==> src/rtl/fpu_issue_queue_pkg.sv <==
// Shared fpu definitions: command encoding, issue-FSM states and IEEE field widths.
package fpu_pkg;

  typedef enum logic [3:0] {
    FPU_CMD_ADD = 4'h0,
    FPU_CMD_SUB = 4'h1,
    FPU_CMD_MUL = 4'h2,
    FPU_CMD_DIV = 4'h3
  } fpu_cmd_e;

  // Highest legal opcode; kept separate because enum members may not share a value.
  localparam logic [3:0] FPU_CMD_MAX = 4'h3;

  typedef enum logic [1:0] {
    IDLE,
    PRESENT,
    GAP
  } issue_state_e;

  function automatic int exp_width(input int bitness);
    case (bitness)
      16:      return 5;
      32:      return 8;
      64:      return 11;
      128:     return 15;
      default: return 19;
    endcase
  endfunction

  function automatic int man_width(input int bitness);
    return bitness - exp_width(bitness) - 1;
  endfunction

endpackage

==> src/rtl/fpu_issue_queue_if.sv <==
// Core-request and fpu-input handshake bundle for the fpu issue queue.
interface fpu_issue_queue_if #(
  parameter int bitness = 32
);
  logic               req_rdy;
  logic               req_ack;
  logic [bitness-1:0] req_a;
  logic [bitness-1:0] req_b;
  logic [3:0]         req_command;
  logic               fpu_input_rdy;
  logic               fpu_input_ack;
  logic [bitness-1:0] fpu_data_a;
  logic [bitness-1:0] fpu_data_b;
  logic [3:0]         fpu_command;

  // master: the surrounding core and fpu; slave: the issue queue itself.
  modport master (
    output req_rdy, req_a, req_b, req_command, fpu_input_ack,
    input  req_ack, fpu_input_rdy, fpu_data_a, fpu_data_b, fpu_command
  );

  modport slave (
    input  req_rdy, req_a, req_b, req_command, fpu_input_ack,
    output req_ack, fpu_input_rdy, fpu_data_a, fpu_data_b, fpu_command
  );
endinterface

==> src/rtl/fpu_issue_queue_mem.sv <==
// Entry storage for the fpu issue queue: synchronous write port, asynchronous read port.
module fpu_issue_mem #(
  parameter int width = 68,
  parameter int depth = 4
) (
  input  logic                     clock,
  input  logic                     we,
  input  logic [$clog2(depth)-1:0] waddr,
  input  logic [width-1:0]         wdata,
  input  logic [$clog2(depth)-1:0] raddr,
  output logic [width-1:0]         rdata
);

  logic [width-1:0] mem [depth];

  // NOTE: storage has no reset; occupancy lives in the pointers/count, so stale
  // contents are never observed and the array maps onto plain flops or LUT-RAM.
  // NOTE: sequential state uses non-blocking assignment so every reader sees the pre-edge value.
  always_ff @(posedge clock) begin
    if (we) mem[waddr] <= wdata;
  end

  assign rdata = mem[raddr];

endmodule

==> src/rtl/fpu_issue_queue.sv <==
// Circular request FIFO in front of the fpu with rdy/ack handshakes on both sides.
// Optional illegal-command rejection when FPU_ISSUE_CMD_CHECK_EN is defined.
module fpu_issue_queue
  import fpu_pkg::*;
#(
  parameter int bitness = 32,
  parameter int depth   = 4
) (
  input  logic                   clock,
  input  logic                   reset,
  fpu_issue_queue_if.slave       bus,
  output logic [$clog2(depth):0] count,
  output logic                   cmd_err
);

  localparam int PTR_W   = $clog2(depth);
  localparam int CNT_W   = PTR_W + 1;
  localparam int ENTRY_W = 2 * bitness + 4;

  logic [PTR_W-1:0]   wr_ptr_q, rd_ptr_q;
  logic [CNT_W-1:0]   count_q;
  logic               req_ack_q;
  logic               fpu_rdy_q;
  logic [bitness-1:0] data_a_q, data_b_q;
  logic [3:0]         cmd_q;
  logic [ENTRY_W-1:0] head;
  issue_state_e       state_q, state_d;
  logic               accept, illegal, push, load, pop;

  // The req_ack_q term stops a held request from being written a second time.
  assign accept = bus.req_rdy && !req_ack_q && (count_q < CNT_W'(depth));
  assign push   = accept && !illegal;

`ifdef FPU_ISSUE_CMD_CHECK_EN
  logic cmd_err_q;

  assign illegal = (bus.req_command > FPU_CMD_MAX);

  // Rejected commands are still acknowledged so the core never stalls on them.
  always_ff @(posedge clock or negedge reset) begin
    if (!reset)                  cmd_err_q <= 1'b0;
    else if (accept && illegal)  cmd_err_q <= 1'b1;
  end

  assign cmd_err = cmd_err_q;
`else
  assign illegal = 1'b0;
  assign cmd_err = 1'b0;
`endif

  fpu_issue_mem #(
    .width(ENTRY_W),
    .depth(depth)
  ) u_mem (
    .clock(clock),
    .we   (push),
    .waddr(wr_ptr_q),
    .wdata({bus.req_a, bus.req_b, bus.req_command}),
    .raddr(rd_ptr_q),
    .rdata(head)
  );

  // NOTE: defaults first so no path through the case leaves a signal unassigned (no latch).
  always_comb begin
    state_d = state_q;
    load    = 1'b0;
    pop     = 1'b0;
    case (state_q)
      IDLE: begin
        if (count_q != '0) begin
          load    = 1'b1;
          state_d = PRESENT;
        end
      end
      PRESENT: begin
        if (bus.fpu_input_ack) begin
          pop     = 1'b1;
          state_d = GAP;
        end
      end
      GAP:     state_d = IDLE;
      default: state_d = IDLE;
    endcase
  end

  always_ff @(posedge clock or negedge reset) begin
    if (!reset) begin
      state_q   <= IDLE;
      wr_ptr_q  <= '0;
      rd_ptr_q  <= '0;
      count_q   <= '0;
      req_ack_q <= 1'b0;
      fpu_rdy_q <= 1'b0;
      data_a_q  <= '0;
      data_b_q  <= '0;
      cmd_q     <= '0;
    end else begin
      state_q   <= state_d;
      req_ack_q <= accept;
      fpu_rdy_q <= (state_d == PRESENT);
      if (push) wr_ptr_q <= wr_ptr_q + PTR_W'(1);
      if (pop)  rd_ptr_q <= rd_ptr_q + PTR_W'(1);
      count_q <= count_q + CNT_W'(push) - CNT_W'(pop);
      if (load) {data_a_q, data_b_q, cmd_q} <= head;
    end
  end

  assign bus.req_ack       = req_ack_q;
  assign bus.fpu_input_rdy = fpu_rdy_q;
  assign bus.fpu_data_a    = data_a_q;
  assign bus.fpu_data_b    = data_b_q;
  assign bus.fpu_command   = cmd_q;
  assign count             = count_q;

endmodule

==> src/flat_wrapper.sv <==
// flat-port wrapper written by rule: the top's interface ports become plain ports
module fpu_issue_queue_flat import fpu_pkg::*;
#(
  parameter int bitness = 32,
  parameter int depth   = 4
)
  (clock, reset, count, cmd_err, bus_req_rdy, bus_req_a, bus_req_b, bus_req_command, bus_fpu_input_ack, bus_req_ack, bus_fpu_input_rdy, bus_fpu_data_a, bus_fpu_data_b, bus_fpu_command);
  fpu_issue_queue_if #(.bitness(bitness)) bus_i ();
  input  logic clock;
  input  logic reset;
  output logic [$clog2(depth):0] count;
  output logic cmd_err;
  input wire logic [$bits(bus_i.req_rdy)-1:0] bus_req_rdy;
  input wire logic [$bits(bus_i.req_a)-1:0] bus_req_a;
  input wire logic [$bits(bus_i.req_b)-1:0] bus_req_b;
  input wire logic [$bits(bus_i.req_command)-1:0] bus_req_command;
  input wire logic [$bits(bus_i.fpu_input_ack)-1:0] bus_fpu_input_ack;
  output wire logic [$bits(bus_i.req_ack)-1:0] bus_req_ack;
  output wire logic [$bits(bus_i.fpu_input_rdy)-1:0] bus_fpu_input_rdy;
  output wire logic [$bits(bus_i.fpu_data_a)-1:0] bus_fpu_data_a;
  output wire logic [$bits(bus_i.fpu_data_b)-1:0] bus_fpu_data_b;
  output wire logic [$bits(bus_i.fpu_command)-1:0] bus_fpu_command;
  assign bus_i.req_rdy = bus_req_rdy;
  assign bus_i.req_a = bus_req_a;
  assign bus_i.req_b = bus_req_b;
  assign bus_i.req_command = bus_req_command;
  assign bus_i.fpu_input_ack = bus_fpu_input_ack;
  assign bus_req_ack = bus_i.req_ack;
  assign bus_fpu_input_rdy = bus_i.fpu_input_rdy;
  assign bus_fpu_data_a = bus_i.fpu_data_a;
  assign bus_fpu_data_b = bus_i.fpu_data_b;
  assign bus_fpu_command = bus_i.fpu_command;
  fpu_issue_queue #(.bitness(bitness), .depth(depth)) u_core (.clock(clock), .reset(reset), .bus(bus_i), .count(count), .cmd_err(cmd_err));
endmodule
==> config.mk <==
export PLATFORM = sky130hd
export DESIGN_NAME = fpu_issue_queue_flat
export DESIGN_NICKNAME = d
export VERILOG_FILES = /design/src/rtl/fpu_issue_queue_pkg.sv /design/src/rtl/fpu_issue_queue_if.sv /design/src/rtl/fpu_issue_queue_mem.sv /design/src/rtl/fpu_issue_queue.sv /design/src/flat_wrapper.sv
export SDC_FILE = /design/constraint.sdc
export NUM_CORES = 1
export LEC_CHECK = 0
export CORE_MARGIN = 2
export CORE_UTILIZATION = 50
export DETAILED_ROUTE_END_ITERATION = 12
export PLACE_DENSITY_LB_ADDON = 0.08
export SLEW_MARGIN = 5
export SYNTH_ARGS = -nofsm -noshare
export SYNTH_HDL_FRONTEND = slang
export SYNTH_SLANG_ARGS = --single-unit
==> constraint.sdc <==
create_clock -name clock -period 3.4 [get_ports clock]
set_input_delay 0.85 -clock clock [delete_from_list [all_inputs] [get_ports clock]]
set_output_delay 0.85 -clock clock [all_outputs]
set_load 0.05 [all_outputs]
==> run summary <==
Syn Nets -> 625
fmax -> 0.3762 GHz
I/O Pins -> 146
initial antenna violation count -> 2
hold_ws -> 0.3146 ns
Inserted Clock Buffers -> 37
area taken by multi-input logic gates -> 3034 sq um
Root Driver -> clkbuf_16
Max Root-Sink Buffers -> 3
number of remaining DRC errors -> 0
Syn Inst Count -> 546
# fillers -> 1810
syn avg cell area -> 24.66 sq um
Yosys cell types -> 25
asr flop ratio synth -> 22.51%
layout cells sized above 1 -> 21.26%
FF+latch count, synth -> 351
Non-Filler Instances -> 1090
DR vias/cell -> 5.405
crit path DAT -> 1.81 ns
critical path type -> flip-flop to primary output
register area -> 10150 sq um
setup TNS -> 0 ns
Final Skew -> 0.01421 ns
post-synthesis instance area -> 13460 sq um
crit start category -> flip-flop
Slew headroom -> 50.20%
GR Util All Layers -> 17.35%
placed cells -> 1021
Worst Path Max Fanout -> 4
total of warnings raised by yosys -> 0
design area -> 16580 sq um
Total Nets Final -> 798
number of synthesized flops with an enable pin -> 272
first-pass GRT wire length -> 37.00 mm
htree depth -> 2
register area share after synthesis -> 75.35%
Post-DRT Antenna Nets -> 0
clk sinks -> 351
Worst-path clk slew -> 0.06 ns
total grt overflow -> 0
Iteration-0 DRC Markers -> 416
most common cell in the netlist -> edfxtp_1
maxcap violations -> 0
Min-Delay Path Class -> primary input to async pin
Pwr Density -> 977.2 nW/um^2
Die H -> 168.1 microns
WL/cell -> 21.74 microns
Final WS setup -> 0.7419 ns
chip width -> 168.1 microns
worst reg2reg setup slack -> 1.14 ns
gpl congestion -> 0.7520
drt first pass iters -> 4
Final Slew Violations -> 0
pre-CTS WS -> 0.4926 ns
Peak VDD IR -> 610.4 uV
fin crit period -> 2.658 ns
main area contributors after synthesis -> edfxtp_1 (61%), dfrtp_1 (15%), mux4_1 (12%), mux2_4 (7.6%), mux4_2 (1.2%)
Worst path slowest cell -> clkdlybuf4s50_1
Final Cycle Share -> 78.18%
top cell type's share of synthesized area -> 60.67%
# rows -> 60
initial core utilization -> 50.37%
setup bufs post-CTS -> 0
top cell family by delay on the critical path -> buffers and inverters
status -> finished clean
Core ar. -> 26730 sq um
port bufs -> 144
synthesis-to-layout area growth -> 23.19%
total wire length -> 23.70 mm
post_cts resized -> 0
area leader, netlist -> edfxtp_1
Die Area -> 28250 sq um
dpl hpwl -> 14.54 mm
Reg2Reg Launch Point -> u_core.rd_ptr_q[0]
pin count of the biggest net entering global routing -> 44
crit-path cells -> clkdlybuf4s50_1
CTS tree -> done
synth cell count leaders -> edfxtp_1 (272), dfrtp_1 (79), mux2_4 (68), mux4_1 (61), buf_6 (9)
r2r worst-path depth -> 3
slew at the pin closest to its max-slew limit -> 0.7470 ns
Setup crit end kind -> primary output
Final Core Density -> 62.06%
vias in the first global route -> 6440
required time worst endpoint -> 2.55 ns
Final setup viols -> 0
Final Hold Viols -> 0
reg2reg end -> u_core.bus.fpu_data_b[28]
CTS Hold Buffers Added -> 0
crit path buf inv count -> 1
RSZ-0062 raised after global routing -> no
Leak -> 6.099 nW
max incr delay on CP -> 0.85 ns
placed cell areas -> 15310 sq um
prevailing post-synth register cell -> edfxtp_1
Tot Pwr -> 16.21 mW
Via Count -> 5891
clk_lat worst skew -> 0.51 ns
[routing by layer]
| metal | GRT usage [%] | vias up | wire [microns] |
|---|---|---|---|
| met2 | 29.68 | 139 | 12000 |
| met1 | 22.45 | 3085 | 9998 |
| met5 | 0 | - | 16 |
| li1 | - | 2620 | - |
| met4 | 5.135 | 2 | 488 |
| met3 | 4.020 | 45 | 1196 |
[worst max-delay path by stage]
stage | from | end | slack (ns) | cells after the start
2_1_floorplan | bus_req_rdy | u_core.u_mem.mem[0][0] | 0.11 | 2
3_5_place_dp | bus_req_rdy | u_core.count[2] | 0.49 | 7
4_1_cts | u_core.count[1] | count[1] | 0.71 | 1
6_report | u_core.count[1] | count[1] | 0.74 | 1
3_3_place_gp | bus_req_rdy | u_core.u_mem.mem[0][56] | 0.59 | 4
5_1_grt | u_core.count[1] | count[1] | 0.70 | 1
[flip-flops by register name (all words and copies together) (netlist names)]
register                  cells
u_core.bus.req_ack            1
u_core.bus.fpu_data_a        32
u_core.u_mem.mem            272
u_core.bus.fpu_data_b        32
u_core.wr_ptr_q               2
u_core.count                  3
u_core.rd_ptr_q               2
u_core.bus.fpu_input_rdy      1
u_core.state_q                2
u_core.bus.fpu_command        4
[cells by family after synthesis]
| kind of cell | count (synthesis) | share of synthesized area [%] |
|---|---|---|
| xor+xnor | 5 | 0.3253 |
| mux | 136 | 20.66 |
| simple gates | 12 | 0.5948 |
| flops | 351 | 75.35 |
| compound gates | 3 | 0.1115 |
| fa+ha+maj | 7 | 0.7063 |
| other cells | 1 | 0.02785 |
| buf+inv | 31 | 2.221 |
[final cells by class]
| type | instances | share of cell area [%] |
|---|---|---|
| well taps | 341 | 2.573 |
| repair buffers | 159 | 10.11 |
| flip-flops and latches | 351 | 61.20 |
| multi-input cells | 164 | 18.29 |
| diodes | 1 | 0.01509 |
| inverters | 6 | 0.1358 |
| clock inverters | 19 | 1.441 |
| clock buffers | 49 | 6.232 |
[cells in the final DEF, fill, tap and decap left out, types with 3 or more instances in the layout]
master and instances:
mux2_4 68, clkinvlp_4 3, clkdlybuf4s50_1 143, and2_4 4
clkbuf_16 39, clkbuf_1 8, buf_4 6, clkinv_2 8
mux4_2 7, mux4_1 61, bufinv_16 5, ha_1 6
dfrtp_1 77, edfxtp_1 272, buf_12 10, inv_1 6
o21ai_0 3, xnor2_1 4
[report_power, final]
| group | total, mW | switching [mW] | internal (mW) |
|---|---|---|---|
| logic | 5.96 | 3.13 | 2.84 |
| clock network | 4.11 | 1.57 | 2.53 |
| registers | 6.14 | 0.551 | 5.59 |
| total | 16.2 | 5.25 | 11.0 |
Note: power is estimated with default switching activity, not from simulation.
